File: config.mk
export PLATFORM = sky130hd
export DESIGN_NAME = sat_counter8
export DESIGN_NICKNAME = d
export VERILOG_FILES = /design/src/rtl/response_checker_pkg.sv /design/src/rtl/response_checker_sat_counter8.sv
export SDC_FILE = /design/constraint.sdc
export NUM_CORES = 1
export LEC_CHECK = 0
export BUFFER_PORTS_ARGS = -buffer_cell sky130_fd_sc_hd__buf_2
export CORE_AREA = 4 4 41 43
export DETAILED_ROUTE_END_ITERATION = 16
export DIE_AREA = 0 0 45 47
export PLACE_DENSITY = 0.55
export REMOVE_ABC_BUFFERS = 1
export SETUP_SLACK_MARGIN = 0.05
export SLEW_MARGIN = 20
export SYNTH_ARGS = -nofsm -noshare
export SYNTH_HDL_FRONTEND = slang
export SYNTH_SLANG_ARGS = --single-unit
File: constraint.sdc
create_clock -name clk -period 3.5 [get_ports clk]
set_input_delay 0.7 -clock clk [delete_from_list [all_inputs] [get_ports clk]]
set_output_delay 0.7 -clock clk [all_outputs]
set_load 0.02 [all_outputs]
File: src/rtl/response_checker_pkg.sv
`default_nettype none
// ============================================================================
//  Module      : response_checker_pkg
//  Description : Shared constants for the truth-table response checker:
//                FSM state encoding, error-count ceiling and the default
//                truth table of the 3-input reference circuit.
//  Revision    : 1.0  initial release
// ============================================================================
package response_checker_pkg;

   // FSM state encoding (explicit 2-bit width)
   localparam logic [1:0] ST_IDLE  = 2'd0;
   localparam logic [1:0] ST_CHECK = 2'd1;
   localparam logic [1:0] ST_DONE  = 2'd2;

   // Ceiling of the mismatch counter
   localparam logic [7:0] ERR_MAX = 8'd255;

   // Truth table of the 3-input circuit: bit i is the output for input i
   localparam logic [7:0] DEFAULT_EXPECTED = 8'b1001_0110;

endpackage : response_checker_pkg
`default_nettype wire

File: src/rtl/response_checker_sat_counter8.sv
`default_nettype none
// ============================================================================
//  Module      : sat_counter8
//  Description : 8-bit incrementer that sticks at its maximum value, with a
//                synchronous clear that has priority over increment.
//  Revision    : 1.0  initial release
// ============================================================================
module sat_counter8
   import response_checker_pkg::*;
(
   input  logic       clk,
   input  logic       reset,
   input  logic       clear,
   input  logic       inc,
   output logic [7:0] count
);

   // Count up on inc, hold once the ceiling is reached, clear on reset/clear
   always_ff @(posedge clk) begin
      if (reset || clear) begin
         count <= 8'd0;
      end else if (inc && (count != ERR_MAX)) begin
         count <= count + 8'd1;
      end
   end

endmodule : sat_counter8
`default_nettype wire

* Word-level counts from Yosys, hierarchy flattened *
Cells that the tools add are included.

storage, ports and cells
  bits in registers = 8
  bits in latches = 0
  memory bits (writable) = 0
  bits in read-only memories = 0
  bits of input ports = 4
  logic and storage cells = 5
  memories kept = 0

cells by class
  $add $sub $neg = 1
  multipliers = 0
  divide/modulo/power cells = 0
  order comparisons = 0
  equal/unequal tests = 1
  shift operators = 0
  mux-type cells = 0
  bitwise gates (word level) = 0
  reductions and logical operators = 2

operators with widths
  operator                                                       count
  8-bit by 1-bit adder with 8-bit output, second input constant  1
  8-bit != test, second input constant                           1
  1-bit logical AND                                              1
  1-bit logical OR                                               1

* Longest topological paths before layout *
Gate-level depths: netlist of run 1.

  depth in word-level cells = 2
  mapped depth = 4

* Least setup slack after synthesis of run 1 *
No wires, ideal clock.

  path kind = reg2reg
  from = register count[0]
  to = register count[6]
  setup time = 115 ps
  data arrival time = 1,386 ps
  slack = 1,998 ps
  stages on the path, launching flop included = 5
  path buffers = 0
  period minus slack after synthesis = 1,502 ps
  path through = dfxtp_1 > ha_1 > nand3_1 > or4_1 > and3_1

on the way
  longest elaborated chain between the ends = 2
  elaborated cells on any way between the ends = 3
  those cells by class = add/sub (1); eq/ne (1); reduce/logical (1)

ends and longest elaborated chain
  element                                                                                         line                                 text
  start: declaration                                                                              response_checker_sat_counter8.sv:15  output logic [7:0] count
  start signal: assignment                                                                        response_checker_sat_counter8.sv:23  count <= count + 8'd1;
  parallel branches: the longest is 2 deep, another holds 8-bit by 1-bit adder with 8-bit output  -

Several ways; the timed one is not identified.
A chain may end at the register's enable or synchronous reset.

* Worst setup path after layout of run 1 *
  from = register count[7]
  to = output count[7]

No word-level cell between the ends.

==> metrics, run 1 <==
ANT nets after route=0; largest net degree at the start of global routing=9; critical-path cell list=buf_2; Regs by FF count=count: 8 flops; FF-to-FF Start=count[0]$_SDFFE_PP0P_; Pwr Density=338.9 nW/um^2; slowest cell on the critical path=dfxtp_1; Setup WS post-layout=1.887 ns; Worst-Margin Slew=0.4938 ns; Routed Wire Length=895 um; CTS Buf Count=3; Clk Latency, worst-skew pair=0.25 ns; Ports=12; Starting DRT DRC Count=12; Mean Syn Cell Area=8.784 um^2; number of max-cap violations=0; Synth Instances=48; hold worst-path end=count[1]$_SDFFE_PP0P_; vias in the first global route=357; Largest Register=count; met2 usage=14.41%; WHS Path Cells=2; number of cells upsized or downsized after cts=0; Fmax achieved=0.6201 GHz; DR DRC count=0; Pre-antenna DRT Iters=4; Area Overhead vs Synth=21.66%; maximum VDD drop=0.1309 mV; setup TNS=0 ns; fin crit period=1.613 ns; Reg clk slew, reported paths=0.05 ns; CTS tree=built; worst path arrival time=0.91 ns; Top Usage Layer GRT=met2; vias per std cell=5.263; RSZ-0062 raised after global routing=false; Worst slew margin=66.96%; final period utilization=46.07%; reg2reg setup slack=2.03 ns; clock sinks=8; Final nets=68; ANT cells=0; Port Buffer Count=11; total power=173.8 uW; Finish-stage setup viols=0; synth warn=0; global-route wire length before repair=1386 um; number of flip-flops in the largest register=8; hold_ws=0.4881 ns; post-synthesis sequential area ratio=37.98%; Max clock buf depth=2; Final Wtd Congestion=0.7426; core area=1301 um^2; Leakage Power=0.0002275 uW; Hold Startpoint=count[1]$_SDFFE_PP0P_; clock root cell=clkbuf_4; worst-path fanout max=8; met1 GRT Util=10.57%; all-layer global routing usage=9.358%; DR vias=400; DIE AREA=2115 um^2; Worst EP required=2.80 ns; outcome=finished, final reports clean; Reg2Reg Capture Point=count[6]$_SDFFE_PP0P_; htree depth=1; Netlist Area Pre-Place=421.7 um^2; Final Max Tran Viols=0; endpoints failing hold=0; Worst path top cell family by delay=flip-flops; # hold bufs at CTS=0; Die X=45 um; post-CTS setup buffer count=0; M3 GR Usage=3.448%; total gr overflow=0; WP buf/inv=1; HP Class=reg -> reg; depth of the most critical reg-to-reg path=4; synthesis-stage register bit count=8; Initial Util=32.40%; filler cell count=146; Critical Path End Type=primary output; row count=13; Setup Crit Path Kind=reg -> out; Die Y=47 um; CP Launch Type=flip-flop; Synth cell types=23; initial antenna violation count=0; drt wl/cell=11.78 um; clock skew=0.0006966 ns; pre-CTS WS=1.855 ns; layout cells sized above 1=29.51%; hpwl dp=697.2 um; Crit path largest cell delay=0.45 ns
-- through the flow --
stage                     area, um^2  instances  utilization (%)
after floorplan                416.7         47                -
after global placement         490.5         73            37.69
after detailed placement       490.5         73            37.69
after CTS                      513.0         76            39.42
after global routing           513.0         76            39.42
final                          513.0         76            39.42
-- worst max-delay path by stage --
stage,from,cells past startpoint,slack [ns],to
2_1_floorplan,count[0]$_SDFFE_PP0P_,4,2.00,count[6]$_SDFFE_PP0P_
3_3_place_gp,inc,4,1.89,count[6]$_SDFFE_PP0P_
3_5_place_dp,inc,4,1.85,count[3]$_SDFFE_PP0P_
4_1_cts,count[7]$_SDFFE_PP0P_,1,1.89,count[7]
5_1_grt,count[7]$_SDFFE_PP0P_,1,1.84,count[7]
6_report,count[7]$_SDFFE_PP0P_,1,1.89,count[7]
-- synthesized netlist by cell type (all sizes together) --
master,n,area (um^2)
nand4,2,12.51
mux2i,4,40.04
nand2,7,26.28
dfxtp,8,160.2
or4,1,7.510
buf,1,5.000
o2111ai,1,8.760
and3b,2,17.52
a21oi,5,25.02
and4,2,18.77
inv,1,3.750
ha,1,12.51
and3,2,12.51
o21ai,1,5.000
or3,3,20.02
a21boi,2,18.77
and2,1,7.510
nor2,1,3.750
nand3,2,10.01
nor4,1,6.260
-- power breakdown --
part           internal (uW)  leakage, uW  switching, uW
sequential              91.9    0.0000646          0.918
clock                   39.2    0.0000138           31.3
combinational           4.42     0.000149           6.01
-- cell usage in the layout (no fill, tap or decap), drive strengths merged --
cell type / Yosys / routed
a21boi: 2 / 2
a21oi: 5 / 5
and2: 1 / 1
and3: 2 / 2
and3b: 2 / 2
and4: 2 / 2
buf: 1 / 11
clkbuf: 0 / 3
dfxtp: 8 / 8
ha: 1 / 1
inv: 1 / 1
mux2i: 4 / 4
nand2: 7 / 7
nand3: 2 / 2
nand4: 2 / 2
nor2: 1 / 1
nor4: 1 / 1
o2111ai: 1 / 1
o21ai: 1 / 1
or3: 3 / 3
or4: 1 / 1
-- area by class of cell --
type | count | area (um^2) | share of cell area [%]
Inverter | 1 | 3.754 | 0.7317
Clock buffer | 3 | 22.52 | 4.390
Sequential cell | 8 | 160.2 | 31.22
Timing Repair Buffer | 11 | 55.05 | 10.73
Multi-Input combinational cell | 38 | 252.7 | 49.27
Tap cell | 15 | 18.77 | 3.659
-- worst reg2reg max path, stage by stage, from the launching register on --
cell     delay (ns)
dfxtp_1        0.39
ha_1           0.25
nand3_1        0.14
or4_1          0.40
and3_1         0.18
-- logic make-up after synthesis --
kind of cell | synth area share, %
AND/OR/NAND/NOR | 33.83
AO/OA/AOI/OAI | 13.65
flip-flops | 37.98
multiplexers | 9.496
buffers and inverters | 2.075
adder cells (fa/ha/maj) | 2.967
-- layer usage --
layer	routed length, um	share of wire, %	vias up
met5	0	0	-
met4	11	1.2	0
met3	49	5.5	2
met2	376	42	8
met1	457	51	183
li1	-	-	207
Power figures use the tool's default switching activity.
==> run 2, diff against run 1 <==
- clock period: 3.5 -> 1.55 ns (I/O delays scaled with it)
==> run 2 against run 1 <==
Effect of this change:
- hold slack got worse by 0.21 ns
- cell area grew 0.73%
- sequential share of layout area about the same
- combinational power rose by 120%
- utilization up 0.29 points
- count of clock-buffer cells in the layout is the same
- via count shrank 1.8%
- sequential cell count is the same
- critical path depth rose by 3
- register-to-register slack got worse by 1.9 ns
- first-iteration DRC count fell by 67%
==> metrics, run 2 (synthesis results as in run 1) <==
Worst-Margin Slew=0.5013 ns (+0.007589 ns); Die Y=47 um (unchanged); initial antenna violation count=0 (unchanged); Initial Util=32.40% (unchanged); Worst EP required=1.70 ns (-1.10 ns); worst path arrival time=1.55 ns (+0.64 ns); final period utilization=90.20%; Final Wtd Congestion=0.6781 (-8.7%); DIE AREA=2115 um^2 (unchanged); most common cell after layout, fill and taps aside=buf_2; commonest non-fill, non-tap cells in the layout=buf_2, nand2_1, dfxtp_1; Worst slew margin=66.45% (-0.51 points); clock sinks=8 (unchanged); ANT cells=0 (unchanged); htree depth=1 (unchanged); all-layer global routing usage=10.62% (+1.3 points); switch share=22.35% (+0.34 points); Largest Register=count; Finish-stage setup viols=0 (unchanged); Crit path largest cell delay=0.40 ns (-0.05 ns); Sequential Power Share=53.1% (-0.3 points); hpwl dp=664.8 um (-4.6%); setup TNS=0 ns (unchanged); Regs by FF count=count: 8 flops; fin crit period=1.398 ns; depth of the most critical reg-to-reg path=4 (unchanged); critical-path cell list=ha_2 > nand3_1 > or4_1 > and3_1; clock skew=0.006282 ns (+0.005585 ns); outcome=finished, final reports clean; CP Launch Type=flip-flop; CTS tree=built; WP depth=4 (+3); core area=1301 um^2 (unchanged); layout cells sized above 1=32.79% (+3.3 points); Critical Path End Type=flip-flop; Net Sw Power=88.29 uW (+130%); vias per std cell=5.171 (-1.7%); Port Buffer Count=11 (unchanged); Max clock buf depth=2 (unchanged); number of max-cap violations=0 (unchanged); Pre-antenna DRT Iters=2 (-2); total gr overflow=0 (unchanged); Area Overhead vs Synth=22.55%; endpoints failing hold=0 (unchanged); Reg clk slew, reported paths=0.06 ns (about the same); clock root cell=clkbuf_4; met2 usage=15.82% (+1.4 points); Final nets=68 (unchanged); total power=395.0 uW (+130%); Setup Crit Path Kind=reg -> reg; Worst path top cell family by delay=simple AND/OR/NAND/NOR gates; Setup WS post-layout=0.1519 ns (-1.736 ns); combinational share of power=5.9% (about the same); largest net degree at the start of global routing=9 (unchanged); DR vias=393 (-1.8%); Ports=12 (unchanged); ANT nets after route=0 (unchanged); Pwr Density=764.4 nW/um^2 (+130%); row count=13 (unchanged); slowest cell on the critical path=or4_1; pre-CTS WS=0.1089 ns (-1.746 ns); post-CTS setup buffer count=0 (unchanged); met1 GRT Util=13.07% (+2.5 points); Top Usage Layer GRT=met2; Fmax achieved=0.7152 GHz; Clk Latency, worst-skew pair=0.26 ns (about the same); M3 GR Usage=2.299% (-1.1 points); drt wl/cell=12.24 um (+3.9%); WHS Path Cells=2 (unchanged); vias in the first global route=374 (+4.8%); Routed Wire Length=930 um (+3.9%); worst-path fanout max=5 (-3); WP buf/inv=0 (-1); global-route wire length before repair=1580 um (+14%); RSZ-0062 raised after global routing=false; filler cell count=146 (unchanged); clock share of power=41.0% (+0.4 points); Final Max Tran Viols=0 (unchanged); Starting DRT DRC Count=4 (-8); Die X=45 um (unchanged); Leakage Power=0.0002250 uW (-1.1%); CTS Buf Count=3 (unchanged); # hold bufs at CTS=0 (unchanged); maximum VDD drop=0.3402 mV (+160%); number of flip-flops in the largest register=8 (unchanged); Int Pwr=306.7 uW (+130%); DR DRC count=0 (unchanged); HP Class=in -> reg; final core utilization=39.71% (+0.29 points)
run 2: cell counts in the layout (fill, tap and decap cells not counted):
No cell type changed its count.
run 2: layout make-up:
type	instances	area [um^2]	area share, %
clock buffer	3	22.52	4.358
timing repair buffer	11	55.05	10.65
tap	15	18.77	3.632
sequential	8	161.4	31.23
inverter	1	3.754	0.7264
multi-input combinational	38	255.2	49.39
run 2: worst paths after layout:
kind	startpoint	to	slack, ns
setup / recovery	count[1]$_SDFFE_PP0P_	count[6]$_SDFFE_PP0P_	0.15
hold reg to reg	count[0]$_SDFFE_PP0P_	count[0]$_SDFFE_PP0P_	0.48
hold / removal	reset	count[2]$_SDFFE_PP0P_	0.27
setup reg to reg	count[1]$_SDFFE_PP0P_	count[6]$_SDFFE_PP0P_	0.15
run 2: timing repair:
action,4_1_cts,5_1_grt
endpoints found under the hold margin,0,0
gates resized for setup,0,2
endpoints found under the setup margin,0,1
run 2: through the flow:
step                cells  area, um^2  hold WS, ns
finish                 76       516.7       0.2741
detailed placement     73       490.5       0.4849
CTS                    76       513.0       0.2699
global placement       73       490.5       0.4745
global route           76       516.7       0.2861
floorplan              47       416.7       0.3881
run 2: power groups by stage:
stage | logic [uW] | registers (uW) | clock network, uW
finish | 23.3 | 210 | 162
global route | 26.2 | 210 | 184
CTS | 23.5 | 209 | 170
detailed placement | 23.4 | 214 | 0
global placement | 24.1 | 214 | 0
floorplan | 10.5 | 216 | 0
run 2: routing by layer:
layer	vias up	routed length (um)
met5	-	0
met2	8	424
li1	207	-
met1	176	441
met3	2	52
met4	0	12
run 2: worst register-to-register path, delay by kind of cell (launching register included):
kind                       cells  cell delay, ns
and+or+nand+nor                3            0.70
DFF                            1            0.36
adders and majority gates      1            0.23
